**src/rtl/mem_line_arbiter.sv**
```systemverilog
// mem_line_arbiter
// Shares one line-wide memory port between the ICache and DCache miss paths.
// One transaction is in flight at a time. The IDLE -> BUSY -> RESP sequence
// runs the memory handshake and then returns a single-cycle ready pulse to
// whichever cache owns the transaction. Every output is either a register or
// is decoded from registered state, so no input has a combinational path to
// any output.

module mem_line_arbiter #(
   parameter int ADDR_W = 32,
   parameter int LINE_W = 128
) (
   input  logic              clock,
   input  logic              reset,
   // ICache miss path (reads only)
   input  logic              ic_req,
   input  logic [ADDR_W-1:0] ic_addr,
   output logic              ic_ready,
   output logic [LINE_W-1:0] ic_rdata,
   // DCache miss / writeback path
   input  logic              dc_req,
   input  logic              dc_we,
   input  logic [ADDR_W-1:0] dc_addr,
   input  logic [LINE_W-1:0] dc_wdata,
   output logic              dc_ready,
   output logic [LINE_W-1:0] dc_rdata,
   // Memory port
   output logic              mem_req,
   output logic              mem_we,
   output logic [ADDR_W-1:0] mem_addr,
   output logic [LINE_W-1:0] mem_wdata,
   input  logic              mem_ack,
   input  logic [LINE_W-1:0] mem_rdata,
   output logic              busy
);

   typedef enum logic [1:0] {
      ST_IDLE = 2'd0,
      ST_BUSY = 2'd1,
      ST_RESP = 2'd2
   } state_e;

   // Owner encoding, shared by owner_q and last_grant_q.
   localparam logic OWN_IC = 1'b0;
   localparam logic OWN_DC = 1'b1;

   // Memory is line-addressed: the byte offset inside a 16-byte line is cleared.
   localparam logic [ADDR_W-1:0] LINE_MASK = {{(ADDR_W-4){1'b1}}, 4'b0000};

   state_e              state_q, state_d;
   logic                owner_q;
   logic                last_grant_q;
   logic                we_q;
   logic [ADDR_W-1:0]   addr_q;
   logic [LINE_W-1:0]   wdata_q;
   logic [LINE_W-1:0]   resp_q;

   logic                start_s;
   logic                grant_dc_s;
   logic                capture_s;
   logic [ADDR_W-1:0]   addr_sel_s;
   logic [LINE_W-1:0]   wdata_sel_s;
   logic                we_sel_s;

   // Grant decision: a lone requester always wins; on a tie the requester
   // that did not receive the previous grant wins.
   always_comb begin
      grant_dc_s  = 1'b0;
      addr_sel_s  = ic_addr;
      wdata_sel_s = {LINE_W{1'b0}};
      we_sel_s    = 1'b0;
      start_s     = (state_q == ST_IDLE) && (ic_req || dc_req);
      capture_s   = (state_q == ST_BUSY) && mem_ack;
      if (dc_req && (!ic_req || (last_grant_q == OWN_IC))) begin
         grant_dc_s  = 1'b1;
         addr_sel_s  = dc_addr;
         wdata_sel_s = dc_wdata;
         we_sel_s    = dc_we;
      end else begin
         // ICache wins (or nobody requests); ICache traffic is always a read.
         grant_dc_s  = 1'b0;
         addr_sel_s  = ic_addr;
         wdata_sel_s = {LINE_W{1'b0}};
         we_sel_s    = 1'b0;
      end
   end

   // Next-state logic for the transaction sequencer.
   always_comb begin
      state_d = state_q;
      case (state_q)
         ST_IDLE: begin
            if (ic_req || dc_req) begin
               state_d = ST_BUSY;
            end else begin
               state_d = ST_IDLE;
            end
         end
         ST_BUSY: begin
            if (mem_ack) begin
               state_d = ST_RESP;
            end else begin
               state_d = ST_BUSY;
            end
         end
         ST_RESP: begin
            state_d = ST_IDLE;
         end
         default: begin
            state_d = ST_IDLE;
         end
      endcase
   end

   // State register; reset drops any in-flight transaction.
   always_ff @(posedge clock or posedge reset) begin
      if (reset) begin
         state_q <= ST_IDLE;
      end else begin
         state_q <= state_d;
      end
   end

   // Transaction registers: latched at grant and held stable through BUSY.
   always_ff @(posedge clock or posedge reset) begin
      if (reset) begin
         owner_q      <= OWN_IC;
         last_grant_q <= OWN_IC;
         we_q         <= 1'b0;
         addr_q       <= {ADDR_W{1'b0}};
         wdata_q      <= {LINE_W{1'b0}};
      end else if (start_s) begin
         owner_q      <= grant_dc_s;
         last_grant_q <= grant_dc_s;
         we_q         <= we_sel_s;
         addr_q       <= addr_sel_s;
         wdata_q      <= wdata_sel_s;
      end
   end

   // Response register: captures returned data on every acknowledged
   // transaction (writes included); acks outside BUSY are ignored.
   always_ff @(posedge clock or posedge reset) begin
      if (reset) begin
         resp_q <= {LINE_W{1'b0}};
      end else if (capture_s) begin
         resp_q <= mem_rdata;
      end
   end

   // Outputs decoded from registered state only.
   assign mem_req   = (state_q == ST_BUSY);
   assign mem_we    = (state_q == ST_BUSY) && we_q;
   assign mem_addr  = addr_q & LINE_MASK;
   assign mem_wdata = wdata_q;
   assign busy      = (state_q != ST_IDLE);
   assign ic_ready  = (state_q == ST_RESP) && (owner_q == OWN_IC);
   assign dc_ready  = (state_q == ST_RESP) && (owner_q == OWN_DC);
   assign ic_rdata  = resp_q;
   assign dc_rdata  = resp_q;

endmodule

```
**config.mk**
```make
export PLATFORM = sky130hd
export DESIGN_NAME = mem_line_arbiter
export DESIGN_NICKNAME = d
export VERILOG_FILES = /design/src/rtl/mem_line_arbiter.sv
export SDC_FILE = /design/constraint.sdc
export NUM_CORES = 1
export LEC_CHECK = 0
export BUFFER_PORTS_ARGS = -buffer_cell sky130_fd_sc_hd__buf_2
export CORE_AREA = 2 2 288 290
export CTS_CLUSTER_DIAMETER = 30
export DETAILED_ROUTE_END_ITERATION = 12
export DIE_AREA = 0 0 290 292
export GPL_ROUTABILITY_DRIVEN = 0
export MAX_ROUTING_LAYER = met4
export PLACE_DENSITY_LB_ADDON = 0.05
export RECOVER_POWER = 25
export SETUP_SLACK_MARGIN = 0.5
export SKIP_LAST_GASP = 1
export SYNTH_ARGS = -nofsm -noshare
export SYNTH_HDL_FRONTEND = slang
export SYNTH_SLANG_ARGS = --single-unit
```
**constraint.sdc**
```tcl
create_clock -name clock -period 12.25 [get_ports clock]
set_input_delay 2.45 -clock clock [delete_from_list [all_inputs] [get_ports clock]]
set_output_delay 2.45 -clock clock [all_outputs]
set_load 0.05 [all_outputs]
```
==> results of run 1 <==
-- kinds of logic (layout without fill, tap and decap cells) --
kind of cell	Yosys count	after routing	synth area share
AO/OA/AOI/OAI	133	133	0.0985
multiplexers	184	184	0.181
other	1	15	0.000315
buffers and inverters	182	934	0.110
AND/OR/NAND/NOR	7	7	0.00389
flip-flops	288	288	0.606
-- synthesized netlist by cell type (all sizes together) --
library cell	instances	area [um2]
dfrtp	288	7210
and2	2	12.5
o21bai	1	18.8
or2	1	6.26
inv	2	7.51
buf	174	1280
mux2	184	2150
and2b	1	7.51
nor3b	1	7.51
a21bo	1	10.0
and3b	1	8.76
a21o	1	7.51
nor2	1	3.75
o21ai	1	5.00
a22o	129	1130
conb	1	3.75
clkbuf	6	26.3
-- flip-flops by register name, summed over array words and instances (netlist names) --
name / cells
addr_q: 28
dc_rdata: 128
last_grant_q: 1
mem_wdata: 128
state_q: 2
we_q: 1
-- final cells by class --
cell class	instances	area, um2
fillers	8783	62500
flip-flops and latches	288	7210
repair buffers	744	3740
multi-input cells	328	3330
clock buffers	160	3090
well taps	1070	1340
clock inverters	28	357
diodes	11	27.5
inverters	2	8.76
-- cells in the final DEF (no fill, tap or decap), drive strengths merged, types with 2 or more instances in the layout --
| cell type | count |
|---|---|
| buf | 740 |
| dfrtp | 288 |
| mux2 | 184 |
| clkbuf | 164 |
| a22o | 129 |
| clkinv | 22 |
| diode | 11 |
| conb | 4 |
| bufinv | 4 |
| inv | 3 |
| and2 | 2 |
-- stage by stage --
stage               setup WS (ns)  hold WS (ns)   util  area, um2  cells
floorplan                    1.85         0.464      -      11900    798
finish                       4.74         0.492  0.234      19100   2631
global placement             6.78         0.484  0.192      15700   2432
global route                 3.83         0.503  0.234      19100   2631
detailed placement           6.77         0.485  0.192      15700   2432
CTS                          7.42         0.497  0.235      19100   2620
-- routing by layer --
layer / track usage / routed length (um) / part of all wire / vias up
met5: - / 0 / 0 / -
met4: 0.0490 / 1640 / 0.032 / 0
met3: 0.0513 / 4690 / 0.091 / 119
met2: 0.218 / 27700 / 0.54 / 490
met1: 0.116 / 17500 / 0.34 / 4599
li1: - / - / - / 4121
-- worst max-delay path by stage --
stage	depth (start not counted)	to	slack (ns)	from
final	5	addr_q[5]	4.74	ic_req
after global routing	4	dc_rdata[101]	3.83	reset
after CTS	5	addr_q[5]	7.42	ic_req
after detailed placement	5	addr_q[22]	6.77	ic_req
after global placement	5	addr_q[20]	6.78	ic_req
after floorplan	1	addr_q[10]	1.85	reset
-- worst reg2reg max path: cells and delay by family (launching register included) --
| family | cells | cell delay (ns) |
|---|---|---|
| buf+inv | 2 | 3.37 |
| mux | 1 | 0.52 |
| simple gates | 2 | 1.55 |
| flops | 1 | 0.40 |
==> flow_summary_export.csv, run 1 <==
group,metric,value,unit
detailed_routing,ant_nets,0,
sta,rsz0062_at_grt,"false",
clock_network,htree_levels,3,
logic_synthesis,yosysUniqueCellTypes,22,
clock_network,clk_pin_slew,0.04,ns
detailed_routing,vias_per_cell,3.55,
hold_path,hold_start,"mem_wdata[1]",
global_routing,grt_usage,0.122,
placed_design,hpwl,37500,um
setup_path,slowest_delay,2.75,ns
clock_network,cts_tree,"done",
logic_synthesis,syn_area,11900,um2
detailed_routing,first_pass_iters,4,
layout,drive_gt1_frac,0.694,
hold_path,whs_endpoint,"mem_wdata[1]",
sta,fin_worst_skew,0.0466,ns
setup_path,r2r_slack,6.33,ns
die,die_w,290,um
setup_path,cp_num_buf_inv,3,
detailed_routing,drt-total-wl,51500,um
setup_path,crit_chain,"clkbuf_1, o21bai_1, clkbuf_1, buf_4, mux2_2",
detailed_routing,first_iter_violations,256,
sta,fmax,0.133,GHz
logic_synthesis,syn-mean-instance-area,15.0,um2
clock_network,ctsResizeCount,0,
detailed_routing,wl_per_cell,19.6,um
setup_path,crit_family,"buffers and inverters",
clock_network,clk_latency,0.65,ns
logic_synthesis,ys_seq_area_frac,0.606,
die,initial_core_util,0.146,
global_routing,grt_pass1_vias,10097,
clock_network,root_buffer,"clkbuf_16",
clock_network,postCtsSetupRepairBufs,0,
detailed_routing,drc,0,
logic_synthesis,synth_cells,795,
sta,tns,0,ns
setup_path,crit_path_start_kind,"primary input",
hold_path,hold_path_depth,1,
setup_path,slowest_stage,"clkbuf_1",
setup_path,cp.arrival,7.99,ns
setup_path,crit_top_cell,"clkbuf_1",
setup_path,cp_max_fo,79,
sta,hold_viol_final,0,
outcome,outcome,"complete, but fails checks",
flow_run,maxCapViolCount,5,
clock_network,clock_sinks,288,
global_routing,overflow,0,
hold_path,hold_class,"reg2reg",
sta,finalCriticalPeriod,7.51,ns
detailed_routing,routed-via-count,9329,
clock_network,cts_buffers,104,
setup_path,r2r_end,"dc_rdata[13]",
clock_network,hold_buffers,0,
global_routing,grt_pass1_wl,72900,um
die,dieHeight,292,um
sta,final_max_slew_viol_count,297,
global_routing,antenna_found_initial,17,
die,rows,105,
logic_synthesis,ys_seq_elements,288,
global_routing,grt_max_degree,120,
die,core-area,81600,um2
die,io_pins,747,
clock_network,clockBufferDepth,3,
setup_path,endpoint_kind,"flip-flop",
sta,max_slew_margin,-3.06,
placed_design,port_buffers,734,
setup_path,crit_required,12.74,ns
setup_path,r2r-start,"state_q[1]",
layout,final_nets,1794,
outcome,violations,"capacitance limit, slew limit",
die,die_area,84700,um2
layout,synthToLayoutAreaGrowth,60.7,%
setup_path,ff2ff_path_depth,5,
sta,setup_viol,0,
sta,min_period_over_period,0.613,
sta,tightest_slew,6.06,ns
logic_synthesis,synth_warnings,0,
setup_path,worstSetupPathType,"in2reg",
Power of run 1 is not shown: default switching activity piles up to over one toggle a cycle in this logic, so the estimate is an artifact.
==> run 2, diff against run 1 <==
Settings changed: CORE_AREA 2 2 288 290 to 2 2 292 294, DIE_AREA 0 0 290 292 to 0 0 294 296.
Clock period 12.25 ns to 6.9 ns, I/O delays scaled along.
==> flow_summary_export.csv, run 2 (same netlist as run 1, synthesis figures left out) <==
group,metric,value,unit
sta,tightest_slew,4.18,ns
detailed_routing,first_pass_iters,4,
setup_path,slowest_stage,"clkbuf_2",
setup_path,crit_family,"buffers and inverters",
global_routing,overflow,0,
setup_path,cp.arrival,5.14,ns
sta,max_slew_margin,-1.78,
clock_network,clock_sinks,288,
outcome,violations,"capacitance limit, slew limit",
die,rows,107,
die,dieHeight,296,um
placed_design,port_buffers,734,
clock_network,root_buffer,"clkbuf_16",
layout,synthToLayoutAreaGrowth,62.4,%
setup_path,crit_required,7.39,ns
clock_network,clockBufferDepth,3,
die,io_pins,747,
global_routing,grt_max_degree,160,
setup_path,cp_num_buf_inv,2,
detailed_routing,vias_per_cell,3.48,
sta,tns,0,ns
global_routing,antenna_found_initial,13,
die,die_w,294,um
clock_network,htree_levels,3,
layout,drive_gt1_frac,0.710,
clock_network,cts_buffers,109,
detailed_routing,drc,0,
clock_network,hold_buffers,0,
die,initial_core_util,0.141,
clock_network,clk_pin_slew,0.04,ns
sta,fin_worst_skew,0.0170,ns
die,die_area,87000,um2
detailed_routing,drt-total-wl,49300,um
detailed_routing,ant_nets,0,
sta,hold_viol_final,0,
setup_path,crit_chain,"clkbuf_1, o21bai_4, clkbuf_2, mux2_2",
layout,final_nets,1796,
global_routing,grt_pass1_vias,9585,
layout,final_common_cell,"buf_2",
sta,rsz0062_at_grt,"false",
setup_path,ff2ff_path_depth,4,
sta,final_max_slew_viol_count,194,
setup_path,slowest_delay,2.82,ns
sta,fin_hold_ws,0.489,ns
setup_path,crit_path_start_kind,"primary input",
global_routing,grt_usage,0.111,
placed_design,hpwl,35300,um
die,core-area,84200,um2
clock_network,ctsResizeCount,0,
sta,fmax,0.215,GHz
layout,final_cell_mix,"buf_2 (733), dfrtp_1 (288), mux2_2 (164)",
setup_path,cp-endpoint,"addr_q[13]",
sta,setup_viol,0,
setup_path,cp_max_fo,159,
setup_path,r2r-start,"state_q[0]",
setup_path,worstSetupPathType,"in2reg",
setup_path,r2r_slack,2.60,ns
setup_path,cp-startpoint,"ic_req",
setup_path,endpoint_kind,"flip-flop",
clock_network,cts_tree,"done",
clock_network,clk_latency,0.63,ns
clock_network,postCtsSetupRepairBufs,0,
detailed_routing,routed-via-count,9267,
detailed_routing,first_iter_violations,221,
setup_path,r2r_end,"addr_q[13]",
hold_path,hold_class,"reg2reg",
sta,finalCriticalPeriod,4.64,ns
global_routing,grt_pass1_wl,67800,um
sta,min_period_over_period,0.673,
setup_path,crit_cells,4,
flow_run,maxCapViolCount,2,
detailed_routing,wl_per_cell,18.5,um
outcome,outcome,"complete, but fails checks",
run 2: cell count changes in the layout (fill, tap and decap cells not counted), sizes merged:
cell / previous run / this run
buf: 740 / 739
diode: 11 / 12
inv: 3 / 5
clkinv: 22 / 25
clkbuf: 164 / 174
bufinv: 4 / 0
run 2: stage by stage:
step                      std cells  cell area, um2  worst slack [ns]  utilization
after floorplan                 798           11900              1.70            -
after global placement         2449           15700              3.52        0.187
after detailed placement       2449           15700              3.53        0.187
after CTS                      2650           19300              3.78        0.229
after global routing           2661           19300              1.93        0.229
final                          2662           19300              2.26        0.229
run 2: cell type report:
class | count | area (um2)
antenna | 12 | 30.0
clock buffer | 172 | 3380
clock inverter | 29 | 171
fill | 9119 | 64900
inverter | 2 | 8.76
multi-input combinational | 328 | 3390
sequential | 288 | 7210
tap | 1090 | 1360
timing repair buffer | 741 | 3760
run 2: worst reg2reg max path, stage by stage (launching register included):
cell      delay [ns]
dfrtp_1         0.37
or2_2           0.17
o21bai_4        0.12
clkbuf_2        2.82
mux2_2          0.69
run 2: per-layer routing:
metal	share of wire	global-route usage	up-vias	routed length (um)
li1	-	-	4142	-
met1	0.35	0.107	4550	17000
met2	0.53	0.193	477	26200
met3	0.098	0.0525	98	4830
met4	0.026	0.0397	0	1260
met5	0	-	-	0
run 2: worst min path at each step:
stage	from	end	cells past startpoint
final	mem_wdata[70]	mem_wdata[70]	1
after global routing	mem_wdata[70]	mem_wdata[70]	1
after CTS	addr_q[29]	addr_q[29]	1
after detailed placement	mem_wdata[71]	mem_wdata[71]	1
after global placement	mem_wdata[31]	mem_wdata[31]	1
after floorplan	we_q	we_q	1
Power of run 2 is left out for the same reason.
